===== config.mk =====
export PLATFORM = sky130hd
export DESIGN_NAME = gemm_output_writer
export DESIGN_NICKNAME = d
export VERILOG_FILES = /design/src/rtl/gemm_output_pkg.sv /design/src/rtl/ceiling_counter.sv /design/src/rtl/gemm_output_writer.sv
export SDC_FILE = /design/constraint.sdc
export NUM_CORES = 1
export LEC_CHECK = 0
export CAP_MARGIN = 10
export CORE_AREA = 2 2 252 254
export CTS_CLUSTER_SIZE = 8
export DETAILED_ROUTE_END_ITERATION = 10
export DIE_AREA = 0 0 254 256
export PLACE_DENSITY = 0.54
export SLEW_MARGIN = 20
export SYNTH_ARGS = -nofsm -noshare
export SYNTH_HDL_FRONTEND = slang
export SYNTH_HIERARCHICAL = 1
export SYNTH_SLANG_ARGS = --single-unit

===== constraint.sdc =====
create_clock -name clk_i -period 11.94 [get_ports clk_i]
set_input_delay 3.582 -clock clk_i [delete_from_list [all_inputs] [get_ports clk_i]]
set_output_delay 3.582 -clock clk_i [all_outputs]
set_load 0.1 [all_outputs]

===== src/rtl/gemm_output_pkg.sv =====
// Shared definitions for the GeMM output writeback stage.
//   state_t / StIdle / StWrite : writer FSM encoding
//   conv_elem()                : accumulator -> output element conversion
// Build option: GEMM_OUTPUT_SATURATE_EN selects clamping; when it is undefined
// elements are truncated to their low bits (two's-complement wrap).
package gemm_output_pkg;

  typedef logic [0:0] state_t;

  localparam state_t StIdle  = 1'b0;
  localparam state_t StWrite = 1'b1;

  // Widest accumulator the conversion helper handles; callers sign-extend into it
  // and take the low out_width bits of the result.
  localparam int unsigned ConvWidth = 64;

  function automatic logic [ConvWidth-1:0] conv_elem(input logic signed [ConvWidth-1:0] acc,
                                                     input int unsigned out_width);
`ifdef GEMM_OUTPUT_SATURATE_EN
    logic signed [ConvWidth-1:0] hi;
    logic signed [ConvWidth-1:0] lo;
    hi = (64'sd1 <<< (out_width - 1)) - 64'sd1;
    lo = -(64'sd1 <<< (out_width - 1));
    if (acc > hi) begin
      return hi;
    end else if (acc < lo) begin
      return lo;
    end
    return acc;
`else
    logic [ConvWidth-1:0] mask;
    if (out_width >= ConvWidth) begin
      mask = '1;
    end else begin
      mask = (64'd1 << out_width) - 64'd1;
    end
    return acc & mask;
`endif
  endfunction

endpackage


===== src/rtl/ceiling_counter.sv =====
// Wrapping up-counter: counts 0..ceiling_i on tick_i, then wraps to 0.
//   clk_i, rst_ni  : clock, asynchronous active-low reset
//   clear_i        : synchronous clear to 0 (wins over tick_i)
//   tick_i         : advance by one
//   ceiling_i      : last value before wrapping
//   count_o        : current count
//   last_value_o   : count_o == ceiling_i
module ceiling_counter #(
  parameter int unsigned Width = 16
) (
  input  logic             clk_i,
  input  logic             rst_ni,
  input  logic             clear_i,
  input  logic             tick_i,
  input  logic [Width-1:0] ceiling_i,
  output logic [Width-1:0] count_o,
  output logic             last_value_o
);

  logic [Width-1:0] count_d, count_q;

  always_comb begin
    count_d = count_q;
    if (clear_i) begin
      count_d = '0;
    end else if (tick_i) begin
      if (count_q == ceiling_i) begin
        count_d = '0;
      end else begin
        count_d = count_q + Width'(1);
      end
    end
  end

  always_ff @(posedge clk_i or negedge rst_ni) begin
    if (!rst_ni) begin
      count_q <= '0;
    end else begin
      count_q <= count_d;
    end
  end

  assign count_o      = count_q;
  assign last_value_o = (count_q == ceiling_i);

endmodule


===== src/rtl/gemm_output_writer.sv =====
// GeMM output writeback: captures one MxN accumulator tile, converts each element to
// OutWidth, and writes it row by row through a req/gnt SRAM port at row-major
// addresses base + (m_idx*M + r)*(N_size/N) + n_idx (modulo 2^AddrWidth).
//   clk_i, rst_ni           : clock, asynchronous active-low reset
//   clear_i                 : synchronous abort; zeroes tile count and overflow flag
//   result_valid_i/result_i : incoming tile, element (r,c) at (r*N+c)*AccWidth
//   m_idx_i, n_idx_i        : tile indices, captured with the tile
//   N_size_i, base_addr_i   : output matrix geometry, used live during writeback
//   ready_o                 : idle, a tile would be accepted this cycle
//   mem_req_o/mem_gnt_i     : write handshake; mem_addr_o, mem_wdata_o held until grant
//   tile_count_o            : tiles fully written since reset/clear
//   overflow_o              : sticky, a tile arrived while busy and was dropped
// Build option: GEMM_OUTPUT_SATURATE_EN clamps elements instead of truncating.
module gemm_output_writer
  import gemm_output_pkg::*;
#(
  parameter int unsigned AddrWidth = 16,
  parameter int unsigned M         = 4,
  parameter int unsigned N         = 4,
  parameter int unsigned AccWidth  = 32,
  parameter int unsigned OutWidth  = 8
) (
  input  logic                      clk_i,
  input  logic                      rst_ni,
  input  logic                      clear_i,
  input  logic                      result_valid_i,
  input  logic [M*N*AccWidth-1:0]   result_i,
  input  logic [AddrWidth-1:0]      m_idx_i,
  input  logic [AddrWidth-1:0]      n_idx_i,
  input  logic [AddrWidth-1:0]      N_size_i,
  input  logic [AddrWidth-1:0]      base_addr_i,
  output logic                      ready_o,
  output logic                      mem_req_o,
  input  logic                      mem_gnt_i,
  output logic [AddrWidth-1:0]      mem_addr_o,
  output logic [N*OutWidth-1:0]     mem_wdata_o,
  output logic [AddrWidth-1:0]      tile_count_o,
  output logic                      overflow_o
);

  state_t                    state_d, state_q;
  logic [M*N*AccWidth-1:0]   tile_d, tile_q;
  logic [AddrWidth-1:0]      m_idx_d, m_idx_q;
  logic [AddrWidth-1:0]      n_idx_d, n_idx_q;
  logic [AddrWidth-1:0]      tile_count_d, tile_count_q;
  logic                      overflow_d, overflow_q;

  logic                      accept;
  logic [AddrWidth-1:0]      row_cnt;
  logic                      row_last;
  logic [N*AccWidth-1:0]     row_data;
  logic [N*OutWidth-1:0]     row_conv;
  logic [AddrWidth-1:0]      row_addr;

  assign ready_o   = (state_q == StIdle);
  assign mem_req_o = (state_q == StWrite);
  assign accept    = ready_o && result_valid_i && !clear_i;

  // Row counter restarts on every accepted tile so a clear mid-tile leaves no residue.
  ceiling_counter #(
    .Width (AddrWidth)
  ) u_row_cnt (
    .clk_i        (clk_i),
    .rst_ni       (rst_ni),
    .clear_i      (clear_i || accept),
    .tick_i       (mem_req_o && mem_gnt_i),
    .ceiling_i    (AddrWidth'(M - 1)),
    .count_o      (row_cnt),
    .last_value_o (row_last)
  );

  always_comb begin
    state_d      = state_q;
    tile_d       = tile_q;
    m_idx_d      = m_idx_q;
    n_idx_d      = n_idx_q;
    tile_count_d = tile_count_q;
    overflow_d   = overflow_q;
    if (clear_i) begin
      state_d      = StIdle;
      tile_count_d = '0;
      overflow_d   = 1'b0;
    end else begin
      case (state_q)
        StIdle: begin
          if (result_valid_i) begin
            tile_d  = result_i;
            m_idx_d = m_idx_i;
            n_idx_d = n_idx_i;
            state_d = StWrite;
          end
        end
        StWrite: begin
          if (result_valid_i) begin
            overflow_d = 1'b1;
          end
          if (mem_gnt_i && row_last) begin
            state_d      = StIdle;
            tile_count_d = tile_count_q + AddrWidth'(1);
          end
        end
        default: state_d = StIdle;
      endcase
    end
  end

  always_ff @(posedge clk_i or negedge rst_ni) begin
    if (!rst_ni) begin
      state_q      <= StIdle;
      tile_q       <= '0;
      m_idx_q      <= '0;
      n_idx_q      <= '0;
      tile_count_q <= '0;
      overflow_q   <= 1'b0;
    end else begin
      state_q      <= state_d;
      tile_q       <= tile_d;
      m_idx_q      <= m_idx_d;
      n_idx_q      <= n_idx_d;
      tile_count_q <= tile_count_d;
      overflow_q   <= overflow_d;
    end
  end

  // Select the current row of the captured tile.
  always_comb begin
    row_data = '0;
    for (int r = 0; r < M; r++) begin
      if (row_cnt == AddrWidth'(r)) begin
        row_data = tile_q[r*N*AccWidth +: N*AccWidth];
      end
    end
  end

  always_comb begin
    row_conv = '0;
    for (int c = 0; c < N; c++) begin
      row_conv[c*OutWidth +: OutWidth] =
          OutWidth'(conv_elem(64'($signed(row_data[c*AccWidth +: AccWidth])), OutWidth));
    end
  end

  // AddrWidth-wide arithmetic is exact modulo 2^AddrWidth, matching the wrapped address.
  assign row_addr = base_addr_i
                  + (m_idx_q * AddrWidth'(M) + row_cnt) * (N_size_i / AddrWidth'(N))
                  + n_idx_q;

  // Outputs idle at zero so nothing but registered state reaches the port.
  assign mem_addr_o   = mem_req_o ? row_addr : '0;
  assign mem_wdata_o  = mem_req_o ? row_conv : '0;
  assign tile_count_o = tile_count_q;
  assign overflow_o   = overflow_q;

endmodule


==> results of run 1 <==
[Yosys cell counts, types with 3 or more instances]
library cell and n:
xor2_1 38, clkbuf_1 44, or3_1 3, o31ai_1 3, nor2_1 51, or2_2 3, ha_1 63, buf_1 3
and2_1 68, nor2b_1 41, nor4_1 6, mux4_2 32, dfrtp_1 192, nor3_1 13, inv_1 167, a21oi_1 21
o21ai_0 21, o21bai_1 4, nand2_1 91, xnor3_1 5, nor4_2 4, nand2b_1 12, a21o_1 4, mux2_2 149
fa_1 109, a31oi_1 6, nand3_1 17, nand4_1 5, xnor2_1 35, and3_1 6
[what timing repair did]
action,in CTS,in global routing
cloned,2,0
endpoints found under the hold margin,0,0
resized for setup,137,68
setup endpoints to repair,10,8
hold buffers,0,0
pin swaps,62,32
buffers inserted,19,3
[registers in the layout, indices dropped and copies added, names as in the netlist]
| register | count |
|---|---|
| m_idx_q | 14 |
| mem_req_o | 1 |
| n_idx_q | 16 |
| u_row_cnt/count_o | 16 |
| tile_count_o | 16 |
| tile_q | 128 |
| overflow_o | 1 |
[worst reg2reg max path: stages, from the launching register on]
cell and delay (ns):
dfrtp_2 0.57, buf_4 0.74, xor2_1 0.18, nor4_2 0.31, nand4_2 0.37, inv_1 0.12, and3_1 0.35, o21a_1 0.22
nand3_1 0.20, nor2_1 0.32, nand3_1 0.16, xor2_1 0.16, nor2_1 0.05
[through the flow]
stage                     instances  power, uW  TNS (ns)  worst slack, ns  cell area (um2)
after floorplan                1276       4140     -2.92           -0.626            14300
after global placement         2402       6030     -5.12            -1.15            18400
after detailed placement       2402       6060     -5.23            -1.17            18400
after CTS                      2453       7560     -1.75           -0.659            19500
after global routing           2454       8300     -2.79           -0.811            19600
final                          2457       7730     -1.59           -0.617            19600
[cell usage in the layout (no fill, tap or decap), types with 17 or more instances in the layout]
cell / synthesis / final
clkbuf_16: 0 / 17
xnor2_1: 35 / 31
nand2_1: 91 / 86
nand3_1: 17 / 17
clkdlybuf4s50_1: 0 / 218
inv_2: 0 / 22
dfrtp_1: 192 / 190
buf_4: 1 / 76
inv_1: 167 / 145
ha_1: 63 / 55
mux4_2: 32 / 32
fa_1: 109 / 99
nor2_1: 51 / 44
nor2b_1: 41 / 40
and2_4: 0 / 19
and2_1: 68 / 49
mux2_2: 149 / 149
o21ai_0: 21 / 18
xor2_1: 38 / 37
buf_12: 1 / 19
[worst max-delay path by stage]
stage                     end         from  slack (ns)  cells after the start
3_3_place_gp   mem_addr_o[15]  N_size_i[2]       -1.15                     22
4_1_cts        mem_addr_o[15]  N_size_i[4]       -0.66                     22
5_1_grt        mem_addr_o[15]  N_size_i[6]       -0.81                     23
3_5_place_dp   mem_addr_o[15]  N_size_i[2]       -1.17                     22
2_1_floorplan  mem_addr_o[15]  N_size_i[3]       -0.63                     19
6_report       mem_addr_o[15]  N_size_i[6]       -0.62                     23
[layout make-up]
class | count | share of cell area
Multi-Input combinational cell | 864 | 0.455
Clock inverter | 15 | 0.0105
Inverter | 167 | 0.0319
Clock buffer | 17 | 0.0217
Antenna cell | 3 | 0.000382
Tap cell | 846 | 0.0539
Sequential cell | 192 | 0.245
Timing Repair Buffer | 353 | 0.182
[cells by family (layout without fill, tap and decap cells)]
logic type	count (synthesis)	in the layout
buffers and inverters	220	552
xor gates and xnor gates	78	78
muxes	183	183
other	2	19
DFF	192	192
AOI/OAI and AO/OA	81	81
and+or+nand+nor	334	334
adders and majority gates	172	172
[report_power, final]
part | switching (uW) | internal [uW] | total, uW
registers | 57.4 | 752 | 810
clock network | 326 | 291 | 617
logic | 3330 | 2970 | 6300
[routing by layer]
metal / share of wire / vias up / global-route usage
met5: 0.0013 / - / 0
met3: 0.11 / 34 / 0.0704
met2: 0.47 / 285 / 0.224
met1: 0.41 / 5163 / 0.163
met4: 0.011 / 8 / 0.0299
li1: - / 4792 / -
==> impl_metrics.py, run 1 <==
metrics = {
    "routing": {
        "drt-initial-drc-count": 327,
        "wl_per_cell_um": 17.7,
        "final_antenna_net_count": 0,
        "via_per_inst": 4.18,
        "drc_errors": 0,
        "wirelength_mm": 43.5,
        "first_pass_iters": 4,
        "num_vias": 10300,
    },
    "synthesis": {
        "synth_adder_area_share": 0.211,
        "synth_top_area_share": 0.341,
        "syn_inst": 1262,
        "async_flop_share": 1.00,
        "synth_xor_area_frac": 0.0533,
        "post-synth-top-area-cell": "dfrtp_1",
        "synth_ff_type": "dfrtp_1",
        "ys_warn_count": 6,
        "ys_seq_area_frac": 0.341,
        "synth_top_family_by_area": "adder cells",
        "syn-cell-area_um2": 14100,
        "synth_edf_count": 0,
        "synth_compound_area_frac": 0.0373,
        "ys_ff_latch": 192,
        "avgSynthCellArea_um2": 11.2,
        "synthSimpleGateAreaFrac": 0.125,
        "synth_area_leaders": "dfrtp_1 (34%), fa_1 (15%), mux2_2 (12%)",
        "synth_cell_types": 65,
        "synth.area.mux_share": 0.171,
    },
    "worst_setup_path": {
        "path_cells": "buf_12, buf_12, and2_4, fa_1, inv_1, fa_1, inv_1, fa_1, inv_1, fa_1, inv_2, fa_1, fa_1, ha_4, buf_6, o41ai_4, o21ai_2, a21o_1, a21oi_2, buf_6, nor2_4, nor3b_4, buf_12",
        "cp_slowest_cell": "fa_1",
        "rr_endpoint": "tile_count_o[11]",
        "regToRegSetupSlack_ns": 8.06,
        "required_ns": 8.36,
        "arrival_ns": 8.98,
        "cp_slowest_stage_delay_ns": 0.57,
        "cp_top_family": "adder cells",
        "path_buf_inv": 9,
        "critPathMaxFanout": 5,
        "endpoint_kind": "output pin",
        "path_class": "in -> out",
        "r2r.worst_path.cells": 12,
        "cp-start-kind": "primary input",
        "critPathMostFrequentCell": "fa_1",
        "r2r_start": "u_row_cnt/count_o[0]",
    },
    "die": {
        "num_io_pins": 648,
        "initial_utilization": 0.226,
        "die-width_um": 254,
        "die_area_um2": 65000,
        "fp.dieH_um": 256,
        "coreArea_um2": 62400,
        "num_rows": 92,
    },
    "flow_run": {
        "drv_cap": 0,
    },
    "global_route": {
        "grt_usage": 0.139,
        "grt_pass1_vias": 11500,
        "grt_max_degree": 72,
        "antenna_found_initial": 6,
        "grt_first_pass_wirelength_mm": 67.4,
        "grt-ovfl-total": 0,
    },
    "worst_hold_path": {
        "min_path_type": "reg -> reg",
        "holdPathEnd": "tile_q[485]",
        "hp-start": "tile_q[485]",
        "hold_depth": 1,
    },
    "final_layout": {
        "multi_input_area_um2": 8930,
        "syn_to_final_growth_pct": 39.2,
        "fill_cells": 6491,
        "drive_above_1_share": 0.284,
        "final_util": 0.315,
        "final_nets": 2348,
        "seq_area_um2": 4810,
    },
    "timing": {
        "setup-violations-final": 5,
        "worstMarginPinSlew_ns": 1.09,
        "fin_crit_sh": 1.05,
        "clock.fmax_ghz": 0.0796,
        "fin_crit_ns": 12.56,
        "skew_ns": 0.0103,
        "relSlewSlack": 0.269,
        "whs_ns": 0.506,
        "maxSlewViolCount": 0,
        "hold_viol": 0,
        "rsz0062_at_grt": "true",
        "fin_ws_ns": -0.617,
    },
    "power_and_ir_drop": {
        "vdd_ir_drop_max_uv": 435,
        "power.leakage_uw": 0.00845,
        "powerDensity_nw_per_um2": 394,
    },
    "clocking": {
        "cts.clk_slew.worst_paths_ns": 0.08,
        "clock_path_buffers": 2,
        "cts.sinks": 192,
        "cts_buffers": 17,
        "clock_latency_ns": 0.48,
        "cts.htree.levels": 4,
        "cts_root_buf": "clkbuf_16",
        "cts_tree": "done",
    },
    "placed_design": {
        "gp_congestion": 0.861,
        "port_buffers": 259,
        "post-dp-hpwl_mm": 33.2,
    },
    "run_status": {
        "status": "finished, violations left",
        "violations": "setup timing",
    },
}
No activity file was read; power rests on OpenSTA's default activity.
==> inputs of run 2 (changes only) <==
--- a/config.mk
+++ b/config.mk
@@ -11,6 +11,7 @@
 export DETAILED_ROUTE_END_ITERATION = 10
 export DIE_AREA = 0 0 254 256
 export PLACE_DENSITY = 0.54
+export SKIP_LAST_GASP = 1
 export SLEW_MARGIN = 20
 export SYNTH_ARGS = -nofsm -noshare
 export SYNTH_HDL_FRONTEND = slang
==> run 2 against run 1 <==
Compared with the run above: the flow still finishes with violations (setup timing); clock-buffer cell count unchanged; fmax down 0.29%; critical path depth unchanged.
==> impl_metrics.py, run 2 (synthesis gave the netlist of run 1 again) <==
metrics = {
    "worst_setup_path": {
        "path_depth": 23,
        "path_buf_inv": 9,
        "path_cells": "buf_6, buf_12, and2_1, fa_1, inv_1, fa_1, inv_1, fa_1, inv_1, fa_1, inv_2, fa_1, fa_1, ha_4, buf_4, o41ai_4, o21ai_2, a21o_1, a21oi_2, buf_6, nor2_4, nor3b_4, buf_12",
        "required_ns": 8.36,
        "critPathLaunch": "N_size_i[6]",
        "arrival_ns": 9.01,
        "cp_slowest_cell": "fa_1",
        "critPathMaxFanout": 5,
        "critPathMostFrequentCell": "fa_1",
        "path_class": "in -> out",
        "endpoint": "mem_addr_o[15]",
        "endpoint_kind": "output pin",
        "cp-start-kind": "primary input",
        "regToRegSetupSlack_ns": 8.05,
        "rr_endpoint": "tile_count_o[11]",
        "r2r.worst_path.cells": 12,
        "cp_slowest_stage_delay_ns": 0.57,
        "cp_top_family": "adder cells",
        "r2r_start": "u_row_cnt/count_o[0]",
    },
    "routing": {
        "wirelength_mm": 43.3,
        "wl_per_cell_um": 17.6,
        "drt-initial-drc-count": 332,
        "num_vias": 10300,
        "drc_errors": 0,
        "first_pass_iters": 4,
        "via_per_inst": 4.17,
        "final_antenna_net_count": 0,
    },
    "power_and_ir_drop": {
        "power.leakage_uw": 0.00843,
        "powerDensity_nw_per_um2": 382,
        "vdd_ir_drop_max_uv": 460,
    },
    "clocking": {
        "cts.clk_slew.worst_paths_ns": 0.08,
        "clock_path_buffers": 2,
        "hold_buffers": 0,
        "cts.htree.levels": 4,
        "cts.sinks": 192,
        "cts_root_buf": "clkbuf_16",
        "clock_latency_ns": 0.48,
        "cts_tree": "done",
        "cts_buffers": 17,
    },
    "final_layout": {
        "final_util": 0.313,
        "largest_reg_flops": 128,
        "regMostFlops": "tile_q",
        "final_nets": 2348,
        "syn_to_final_growth_pct": 38.4,
        "design_area_um2": 19500,
        "mostFrequentLayoutCell": "clkdlybuf4s50_1",
        "drive_above_1_share": 0.277,
        "final_cell_mix": "clkdlybuf4s50_1 (218), dfrtp_1 (190), inv_1 (150)",
    },
    "placed_design": {
        "post-dp-hpwl_mm": 33.2,
        "place_area_um2": 18400,
        "port_buffers": 259,
        "pre_cts_slack_ns": -1.17,
        "gp_congestion": 0.861,
    },
    "die": {
        "fp.dieH_um": 256,
        "die_area_um2": 65000,
        "initial_utilization": 0.226,
        "die-width_um": 254,
        "coreArea_um2": 62400,
        "num_rows": 92,
        "num_io_pins": 648,
    },
    "worst_hold_path": {
        "min_path_type": "reg -> reg",
    },
    "run_status": {
        "violations": "setup timing",
        "status": "finished, violations left",
    },
    "global_route": {
        "grt_max_degree": 72,
        "grt_usage": 0.138,
        "grt_first_pass_wirelength_mm": 67.2,
        "antenna_found_initial": 6,
        "grt-ovfl-total": 0,
        "grt_pass1_vias": 11500,
    },
    "timing": {
        "worstMarginPinSlew_ns": 1.09,
        "rsz0062_at_grt": "true",
        "relSlewSlack": 0.269,
        "fin_crit_sh": 1.05,
        "setup_tns_ns": -1.85,
        "maxSlewViolCount": 0,
        "fin_crit_ns": 12.59,
        "hold_viol": 0,
        "fin_ws_ns": -0.653,
        "skew_ns": 0.00993,
        "clock.fmax_ghz": 0.0794,
        "whs_ns": 0.506,
        "setup-violations-final": 6,
    },
    "flow_run": {
        "drv_cap": 0,
    },
}
[run 2: how the worst min path moves through the flow]
stage,to,startpoint,cells after the start
global route,tile_q[384],tile_q[384],1
finish,tile_q[485],tile_q[485],1
detailed placement,tile_q[294],tile_q[294],1
CTS,tile_q[256],tile_q[256],1
floorplan,tile_q[357],tile_q[357],1
global placement,tile_q[289],tile_q[289],1
[run 2: stage by stage]
step,std cells,total power [uW]
after floorplan,1276,4140
after global placement,2402,6030
after detailed placement,2402,6060
after CTS,2453,7470
after global routing,2454,8020
final,2457,7460
[run 2: area by class of cell]
class                      instances  area (um2)
antenna                            3        7.51
inverter                         167         627
multi-input combinational        864        8860
timing repair buffer             353        3540
tap                              846        1060
clock inverter                    15         206
fill                            6503       42900
clock buffer                      17         425
sequential                       192        4810
[run 2: timing repair]
action                                  in CTS  in global routing
pin swaps                                   62                 31
setup buffers                               19                  3
resized for setup                          133                 49
cloned                                       2                  0
hold endpoints to repair                     0                  0
endpoints found under the setup margin      10                  8
[run 2: per-layer routing]
metal / global-route usage / share of wire / vias up / wire length (um)
met5: 0 / 0.0013 / - / 55
met4: 0.0299 / 0.012 / 8 / 513
met3: 0.0704 / 0.11 / 36 / 4860
met2: 0.224 / 0.47 / 286 / 20400
met1: 0.163 / 0.40 / 5128 / 17600
li1: - / - / 4793 / -
[run 2: worst reg2reg max path, cell delays in order, from the launching register on]
cell and delay [ns]:
dfrtp_2 0.57, buf_4 0.74, xor2_1 0.18, nor4_2 0.31, nand4_2 0.38, inv_1 0.13
and3_1 0.35, o21a_1 0.22, nand3_1 0.20, nor2_1 0.32, nand3_1 0.16, xor2_1 0.16
nor2_1 0.05
[run 2: power by group]
group | internal [uW] | leakage (uW) | switching, uW
Clock | 291 | 0.000304 | 326
Sequential | 752 | 0.00234 | 57.5
Combinational | 2800 | 0.00579 | 3230
Total | 3850 | 0.00843 | 3610
==> inputs of run 3 (changes only) <==
--- a/config.mk
+++ b/config.mk
@@ -10,6 +10,7 @@
 export CTS_CLUSTER_SIZE = 8
 export DETAILED_ROUTE_END_ITERATION = 10
 export DIE_AREA = 0 0 254 256
+export MAX_ROUTING_LAYER = met4
 export PLACE_DENSITY = 0.54
 export SKIP_LAST_GASP = 1
 export SLEW_MARGIN = 20
==> run 3 against run 2 <==
Compared with the run above: the flow still finishes with violations (setup timing); via count decreased by 0.30%; total power increased by 0.16%; first-iteration DRC count increased by 5.1%; clock power about the same; clock-buffer cell count unchanged; routed wire length increased by 0.12%; sequential power about the same; critical path depth unchanged; flip-flop and latch count unchanged; global-route usage increased by 0.42 points; highest routed layer is now met4.
==> impl_metrics.py, run 3 (synthesis gave the netlist of run 1 again) <==
metrics = {
    "run_status": {
        "status": "finished, violations left",
        "violations": "setup timing",
    },
    "timing": {
        "rsz0062_at_grt": "true",
        "hold_viol": 0,
        "whs_ns": 0.507,
        "maxSlewViolCount": 0,
        "clock.fmax_ghz": 0.0794,
        "skew_ns": 0.0100,
        "fin_crit_sh": 1.06,
        "setup-violations-final": 6,
        "fin_crit_ns": 12.60,
        "setup_tns_ns": -1.85,
        "relSlewSlack": 0.259,
        "fin_ws_ns": -0.662,
        "worstMarginPinSlew_ns": 1.11,
    },
    "worst_setup_path": {
        "path_class": "in -> out",
        "arrival_ns": 9.02,
        "endpoint_kind": "output pin",
        "cp-start-kind": "primary input",
        "path_buf_inv": 9,
        "critPathMostFrequentCell": "fa_1",
        "path_cells": "buf_6, buf_12, and2_1, fa_1, inv_1, fa_1, inv_1, fa_1, inv_1, fa_1, inv_2, fa_1, fa_1, ha_4, buf_4, o41ai_4, o21ai_2, a21o_1, a21oi_2, buf_6, nor2_4, nor3b_4, buf_12",
        "critPathMaxFanout": 5,
        "cp_top_family": "adder cells",
        "required_ns": 8.36,
        "cp_slowest_cell": "fa_1",
        "cp_slowest_stage_delay_ns": 0.57,
    },
    "global_route": {
        "grt_first_pass_wirelength_mm": 67.1,
        "antenna_found_initial": 6,
        "grt_pass1_vias": 11500,
        "grt-ovfl-total": 0,
        "grt_max_degree": 72,
        "grt_usage": 0.142,
    },
    "die": {
        "coreArea_um2": 62400,
        "fp.dieH_um": 256,
        "die-width_um": 254,
        "initial_utilization": 0.226,
        "num_rows": 92,
        "die_area_um2": 65000,
        "num_io_pins": 648,
    },
    "final_layout": {
        "design_area_um2": 19500,
        "fin_cells": 2461,
        "syn_to_final_growth_pct": 38.5,
        "drive_above_1_share": 0.277,
        "final_cell_mix": "clkdlybuf4s50_1 (218), dfrtp_1 (190), inv_1 (150)",
        "regMostFlops": "tile_q",
        "final_nets": 2348,
        "final_util": 0.313,
        "largest_reg_flops": 128,
        "mostFrequentLayoutCell": "clkdlybuf4s50_1",
    },
    "placed_design": {
        "port_buffers": 259,
        "post-dp-hpwl_mm": 33.2,
        "place_area_um2": 18400,
        "gp_congestion": 0.874,
        "dp.cells": 2402,
    },
    "clocking": {
        "clock_latency_ns": 0.48,
        "cts.htree.levels": 4,
        "clock_path_buffers": 2,
        "hold_buffers": 0,
        "cts_tree": "done",
        "cts_buffers": 17,
        "cts_root_buf": "clkbuf_16",
        "cts.sinks": 192,
        "cts.clk_slew.worst_paths_ns": 0.07,
    },
    "routing": {
        "wl_per_cell_um": 17.6,
        "via_per_inst": 4.15,
        "num_vias": 10200,
        "drc_errors": 0,
        "first_pass_iters": 5,
        "drt-initial-drc-count": 349,
        "wirelength_mm": 43.4,
        "final_antenna_net_count": 0,
    },
    "power_and_ir_drop": {
        "power.leakage_uw": 0.00843,
        "powerDensity_nw_per_um2": 382,
        "vdd_ir_drop_max_uv": 462,
    },
    "worst_hold_path": {
        "min_path_type": "reg -> reg",
    },
    "flow_run": {
        "drv_cap": 0,
    },
}
==> run 3: timing repair <==
item	in CTS	in global routing
resized for setup	133	49
gates cloned	2	0
endpoints found under the setup margin	10	8
setup buffers	19	3
pin swaps	62	31
==> run 3: path summary, 6_finish.rpt <==
kind	slack (ns)	start	cells after the start	end
setup reg to reg	8.06	u_row_cnt/count_o[0]	12	tile_count_o[11]
hold / removal	0.51	tile_q[66]	1	tile_q[66]
max in group asynchronous	7.47	rst_ni	2	tile_q[450]
hold reg to reg	0.51	tile_q[66]	1	tile_q[66]
setup / recovery	-0.66	N_size_i[6]	23	mem_addr_o[15]
min in group asynchronous	3.10	rst_ni	1	tile_q[480]
==> run 3: cell type report <==
| type | instances | area, um2 |
|---|---|---|
| Antenna cell | 7 | 17.5 |
| Clock buffer | 17 | 425 |
| Clock inverter | 15 | 206 |
| Fill cell | 6500 | 42800 |
| Inverter | 167 | 627 |
| Multi-Input combinational cell | 864 | 8860 |
| Sequential cell | 192 | 4810 |
| Tap cell | 846 | 1060 |
| Timing Repair Buffer | 353 | 3540 |
==> run 3: per-layer routing <==
metal  global-route usage  vias up  wire length [um]
met5                    -        -                 0
met4               0.0333        0               561
met3               0.0652       32              4530
met2                0.224      279             20400
met1                0.165     5113             17900
li1                     -     4796                 -
==> run 3: power breakdown <==
group          internal, uW  switching [uW]  leakage, uW
Combinational          2810            3240      0.00579
Clock                   291             327     0.000304
Sequential              752            57.2      0.00234
==> run 3: through the flow <==
| stage | power, uW | worst slack [ns] |
|---|---|---|
| after floorplan | 4140 | -0.626 |
| after global placement | 6030 | -1.15 |
| after CTS | 7470 | -0.659 |
| after detailed placement | 6060 | -1.17 |
| final | 7470 | -0.662 |
| after global routing | 8020 | -0.815 |
